File: config.mk
export PLATFORM = sky130hd
export DESIGN_NAME = hdmi_frame_rd_sched
export DESIGN_NICKNAME = d
export VERILOG_FILES = /design/src/rtl/display_pkg.sv /design/src/rtl/hdmi_frame_rd_sched.sv
export SDC_FILE = /design/constraint.sdc
export NUM_CORES = 1
export LEC_CHECK = 0
export CAP_MARGIN = 20
export CORE_MARGIN = 2
export CORE_UTILIZATION = 45
export CTS_CLUSTER_SIZE = 12
export DETAILED_ROUTE_END_ITERATION = 6
export PLACE_DENSITY = 0.67
export SYNTH_ARGS = -nofsm -noshare
export SYNTH_HDL_FRONTEND = slang
export SYNTH_SLANG_ARGS = --single-unit
File: constraint.sdc
create_clock -name hdmi_clk -period 3.4 [get_ports hdmi_clk]
set_input_delay 0.85 -clock hdmi_clk [delete_from_list [all_inputs] [get_ports hdmi_clk]]
set_output_delay 0.85 -clock hdmi_clk [all_outputs]
set_load 0.01 [all_outputs]
File: src/rtl/display_pkg.sv
// display_pkg: definitions shared by the HDMI display path blocks
// (timing generator, data control, frame read scheduler).
//   H_ACTIVE / V_ACTIVE : visible raster size
//   FRAME_WORDS         : 16-bit words in one visible frame
//   DEF_BASE0/DEF_BASE1 : default SDRAM bases of the two frame buffers
//   rd_state_t          : frame read scheduler states
package display_pkg;

  localparam int H_ACTIVE    = 640;
  localparam int V_ACTIVE    = 480;
  localparam int FRAME_WORDS = H_ACTIVE * V_ACTIVE;

  localparam logic [23:0] DEF_BASE0 = 24'h000000;
  localparam logic [23:0] DEF_BASE1 = 24'h080000;

  typedef enum logic [2:0] {
    ST_IDLE,
    ST_CLEAR,
    ST_WAIT_SPACE,
    ST_REQ,
    ST_XFER
  } rd_state_t;

endpackage

File: src/rtl/hdmi_frame_rd_sched.sv
// hdmi_frame_rd_sched: streams one frame per vsync from the double-buffered
// SDRAM frame store into the display FIFO as a sequence of burst reads,
// issuing a burst only when the FIFO has room for all of it. The displayed
// bank flips at a frame start only after the writer has completed a frame.
//
// Ports (all in the hdmi_clk domain, rst asynchronous active-high):
//   frame_start   in   vsync-start pulse
//   wr_frame_done in   writer finished a frame (arms a bank swap)
//   fifo_level    in   display FIFO fill count
//   rd_req/rd_addr/rd_len out, rd_ack in : burst request handshake
//   rd_done       in   last word of the accepted burst is in the FIFO
//   fifo_clr      out  FIFO clear, CLR_CYCLES long at each frame start
//   rd_bank       out  bank being displayed
//   busy          out  frame in progress
//   frame_late    out  frame_start arrived before the previous frame finished
module hdmi_frame_rd_sched #(
  parameter int                H_ACTIVE   = display_pkg::H_ACTIVE,
  parameter int                V_ACTIVE   = display_pkg::V_ACTIVE,
  parameter int                BURST_LEN  = 256,
  parameter int                FIFO_DEPTH = 1024,
  parameter int                ADDR_W     = 24,
  parameter logic [ADDR_W-1:0] BASE0      = ADDR_W'(display_pkg::DEF_BASE0),
  parameter logic [ADDR_W-1:0] BASE1      = ADDR_W'(display_pkg::DEF_BASE1),
  parameter int                CLR_CYCLES = 4
) (
  input  logic              hdmi_clk,
  input  logic              rst,
  input  logic              frame_start,
  input  logic              wr_frame_done,
  input  logic [10:0]       fifo_level,
  output logic              rd_req,
  output logic [ADDR_W-1:0] rd_addr,
  output logic [8:0]        rd_len,
  input  logic              rd_ack,
  input  logic              rd_done,
  output logic              fifo_clr,
  output logic              rd_bank,
  output logic              busy,
  output logic              frame_late
);

  import display_pkg::*;

  localparam int FRM_WORDS = H_ACTIVE * V_ACTIVE;
  localparam int REM_W     = $clog2(FRM_WORDS + 1);
  localparam int CNT_W     = (CLR_CYCLES > 1) ? $clog2(CLR_CYCLES) : 1;
  localparam int FIRST_LEN = (FRM_WORDS < BURST_LEN) ? FRM_WORDS : BURST_LEN;

  rd_state_t        state_reg;
  logic [REM_W-1:0] remaining_reg;
  logic [CNT_W-1:0] clr_cnt_reg;
  logic             swap_pend_reg;
  logic             restart_pend_reg;

  logic              do_start;
  logic              bank_next;
  logic [ADDR_W-1:0] base_next;
  logic [REM_W-1:0]  rem_next;
  logic              space_ok;

  // Burst length for a given number of words still to fetch.
  function automatic logic [8:0] burst_len_for(input logic [REM_W-1:0] rem);
    logic [31:0] rem32;
    rem32 = 32'(rem);
    if (rem32 >= 32'(BURST_LEN))
      return 9'(BURST_LEN);
    else
      return 9'(rem);
  endfunction

  // A frame start takes effect immediately unless a burst handshake is in
  // flight; in that case it is held in restart_pend and taken at rd_done
  // (a frame_start landing on that very rd_done counts as well).
  always_comb begin
    do_start = 1'b0;
    case (state_reg)
      ST_IDLE, ST_CLEAR, ST_WAIT_SPACE: do_start = frame_start;
      ST_XFER:                          do_start = rd_done & (restart_pend_reg | frame_start);
      default:                          do_start = 1'b0;
    endcase
  end

  // A wr_frame_done coinciding with the start applies to that same frame.
  assign bank_next = rd_bank ^ (swap_pend_reg | wr_frame_done);
  assign base_next = bank_next ? BASE1 : BASE0;
  assign rem_next  = remaining_reg - REM_W'(rd_len);
  // rd_len always holds min(BURST_LEN, remaining), so it is the size to test.
  assign space_ok  = (32'(fifo_level) + 32'(rd_len)) <= 32'(FIFO_DEPTH);

  always_ff @(posedge hdmi_clk or posedge rst) begin
    if (rst) begin
      state_reg        <= ST_IDLE;
      remaining_reg    <= '0;
      clr_cnt_reg      <= '0;
      swap_pend_reg    <= 1'b0;
      restart_pend_reg <= 1'b0;
      rd_req           <= 1'b0;
      rd_addr          <= BASE0;
      rd_len           <= '0;
      fifo_clr         <= 1'b0;
      rd_bank          <= 1'b0;
      busy             <= 1'b0;
      frame_late       <= 1'b0;
    end else begin
      frame_late <= frame_start && (state_reg != ST_IDLE) && (remaining_reg != '0);

      if (do_start) begin
        rd_bank          <= bank_next;
        swap_pend_reg    <= 1'b0;
        restart_pend_reg <= 1'b0;
        rd_addr          <= base_next;
        remaining_reg    <= REM_W'(FRM_WORDS);
        rd_len           <= 9'(FIRST_LEN);
        clr_cnt_reg      <= CNT_W'(CLR_CYCLES - 1);
        fifo_clr         <= 1'b1;
        busy             <= 1'b1;
        rd_req           <= 1'b0;
        state_reg        <= ST_CLEAR;
      end else begin
        if (wr_frame_done)
          swap_pend_reg <= 1'b1;

        case (state_reg)
          ST_IDLE: begin
          end

          ST_CLEAR: begin
            if (clr_cnt_reg == '0) begin
              fifo_clr  <= 1'b0;
              state_reg <= ST_WAIT_SPACE;
            end else begin
              clr_cnt_reg <= clr_cnt_reg - 1'b1;
            end
          end

          ST_WAIT_SPACE: begin
            if (remaining_reg == '0) begin
              busy      <= 1'b0;
              state_reg <= ST_IDLE;
            end else if (space_ok) begin
              rd_req    <= 1'b1;
              state_reg <= ST_REQ;
            end
          end

          ST_REQ: begin
            if (frame_start)
              restart_pend_reg <= 1'b1;
            if (rd_ack) begin
              rd_req    <= 1'b0;
              state_reg <= ST_XFER;
            end
          end

          ST_XFER: begin
            if (frame_start)
              restart_pend_reg <= 1'b1;
            if (rd_done) begin
              rd_addr       <= rd_addr + ADDR_W'(rd_len);
              remaining_reg <= rem_next;
              rd_len        <= burst_len_for(rem_next);
              state_reg     <= ST_WAIT_SPACE;
            end
          end

          default: state_reg <= ST_IDLE;
        endcase
      end
    end
  end

endmodule

==> reports/qor.yml <==
nNetsFinal: 623
cts_buffer_depth: 2
synth_edf_count: 0
crit_path_start_kind: "primary input"
status: "completed"
synth-xor-area-share: 0.0430
yosysSeqAreaShare: 0.357
clk_pin_slew_ps: 80
critPathKind: "in -> reg"
dieHeight_um: 104
grt_pass1_vias: 4026
cp-startpoint: "fifo_level[0]"
grt_max_degree: 39
relSlewSlack: 0.544
n_antenna_cell: 0
rrSetupSlack_ps: 330
fin_crit_sh: 0.943
cts-root-buf: "clkbuf_8"
syn_area_um2: 4480
io_buffers: 54
timing.final.ws_setup_ps: 193
utilization: 0.568
grt_overflow: 0
ys_warn_count: 0
worst_slew_pin_slew_ps: 679
cts.sinks: 64
ys_ff_latch: 64
hp-start: "fifo_clr"
rows: 36
synth_fa_ha_area_frac: 0.0915
nFillCells: 894
setup_violations: 0
cts_hold_buf: 0
die-area_um2: 10800
ant_nets: 0
clock_latency_ps: 360
rsz0062_at_grt: "false"
peakVddDrop_v: 0.000305
synthToLayoutAreaGrowth_pct: 23.3
avgSynthCellArea_um2: 8.72
fin_crit_ps: 3210
drt_iter0_markers: 223
gr-usage-all-layers: 0.227
cts_tree: "yes"
multi_input_area_um2: 2720
gp_congestion: 0.964
ys.flop_type: "dfrtp_1"
wl_mm: 11.8
io_pins: 55
drcViolationCount: 0
ys_types: 66
dr.pass1.iters: 5
syn_inst: 514
cts_resized: 0
leakage_nw: 2.33
final_area_um2: 5530
cap_violations: 0
async_flop_share: 1.00
viasPerCell: 5.86
r2r-start: "rd_len[1]"
hold_viol: 0
layout-drive-gt1-share: 0.0983
dpl-instance-area_um2: 5290
start_util: 0.461
pre_cts_slack_ps: -208
p_per_area_nw_per_um2: 642
core_um2: 9730
finalClockSkew_ps: 13.2
synth_compound_area_frac: 0.271
antenna_found_initial: 0
cp_max_fo: 3
max_freq_ghz: 0.312
largest_reg_flops: 24
finalPower_w: 0.00355
muxShareOfSynthArea: 0.00670
postCtsSetupRepairBufs: 0
min_path_type: "reg -> reg"
synth_top_family_by_area: "compound AO/OA/AOI/OAI gates"
die_w_um: 104
cts_buffers: 9
htreeDepth: 3
crit_path_end_kind: "flop"
final_max_slew_viol_count: 0
grt_pass1_wl_mm: 20.0
required_ps: 3630
synth-simple-area-share: 0.193
worstPathArrival_ps: 3430
wire_per_inst_um: 16.6
vias: 4179
ff_latch_area_um2: 1600
hpwl_mm: 8.52
synth.net_count: 562
area by class of cell:
cell class              instances  share of cell area
flip-flops and latches         64               0.290
clock inverters                 5              0.0143
well taps                     133              0.0301
multi-input cells             405               0.492
repair buffers                 71               0.130
clock buffers                  11              0.0274
inverters                      24              0.0163
cell families (layout without fill, tap and decap cells):
family	after synthesis	in the layout
AND/OR/NAND/NOR	174	174
XOR/XNOR	22	22
multiplexers	3	3
flip-flops	64	64
buffers and inverters	45	111
AO/OA/AOI/OAI	175	175
adder cells (fa/ha/maj)	31	31
cells in the final DEF (no fill, tap or decap), types with 5 or more instances in the layout:
master	count
dfrtp_1	64
nand2_1	58
clkdlybuf4s50_1	54
o21ai_0	46
nor2_1	39
a21oi_1	33
ha_1	28
inv_1	23
buf_4	13
o31ai_1	12
o21a_1	12
xor2_1	12
nand3_1	11
clkbuf_8	11
xnor2_1	10
or2_2	9
nor3_1	9
nand2b_1	7
or3_1	7
a21o_1	6
and3_1	6
o2111ai_1	6
nor2b_1	5
a31oi_1	5
metrics by stage:
step / cells / TNS, ps / hold slack (ps)
after CTS: 713 / 0 / 488
after global placement: 697 / -93.8 / 459
after detailed placement: 697 / -394 / 467
after global routing: 713 / 0 / 535
after floorplan: 514 / 0 / 468
final: 713 / 0 / 480
synth_stat cells, types with 3 or more instances:
cell type  instances  share of area
dfrtp_1           64           0.36
nand2_1           58          0.049
o21ai_0           46          0.051
nor2_1            40          0.033
a21oi_1           33          0.037
ha_1              28          0.078
inv_1             24          0.020
clkbuf_1          19          0.016
o21a_1            12          0.020
o31ai_1           12          0.020
xor2_1            12          0.023
nand3_1           11          0.012
xnor2_1           10          0.020
nor3_1             9          0.010
or2_2              9          0.013
nand2b_1           7         0.0098
or3_1              7         0.0098
a21o_1             6          0.010
and3_1             6         0.0084
o2111ai_1          6          0.012
a31oi_1            5         0.0070
nor2b_1            5         0.0070
a2111o_1           4          0.010
a211oi_1           4         0.0067
and2_1             4         0.0056
nor4_1             4         0.0056
o211ai_1           4         0.0067
o22ai_1            4         0.0056
o41ai_1            4         0.0078
a22o_1             3         0.0059
fa_1               3          0.013
mux2i_1            3         0.0067
o21ai_1            3         0.0033
o21bai_1           3         0.0050
routing by layer:
| metal | up-vias | wire length (um) | GRT usage |
|---|---|---|---|
| met1 | 2028 | 5500 | 0.312 |
| met2 | 108 | 5510 | 0.359 |
| li1 | 2028 | - | - |
| met4 | 0 | 186 | 0.0869 |
| met3 | 15 | 609 | 0.0378 |
| met5 | - | 0 | 0 |
power breakdown:
part           internal (W)  leakage (nW)  switching, W
sequential         0.000912         0.827      0.000189
combinational      0.000680          1.39      0.000992
clock              0.000452         0.119      0.000323
total               0.00204          2.33       0.00150
worst max-delay path, cell delays in order:
cell and delay, ps:
clkdlybuf4s50_1 400, ha_1 240, fa_1 420, a21oi_1 250
o22ai_1 160, o311a_1 380, o2111ai_1 190, o31ai_1 100
o31ai_1 320, o22ai_1 130
worst paths after layout:
check                      cells past startpoint         end
max                                           10      rd_req
min                                            2    fifo_clr
max reg2reg                                    9   rd_len[8]
min reg2reg                                    2    fifo_clr
max in group asynchronous                      3   rd_len[0]
min in group asynchronous                      2  rd_addr[9]
(Power assumes the default switching activity.)
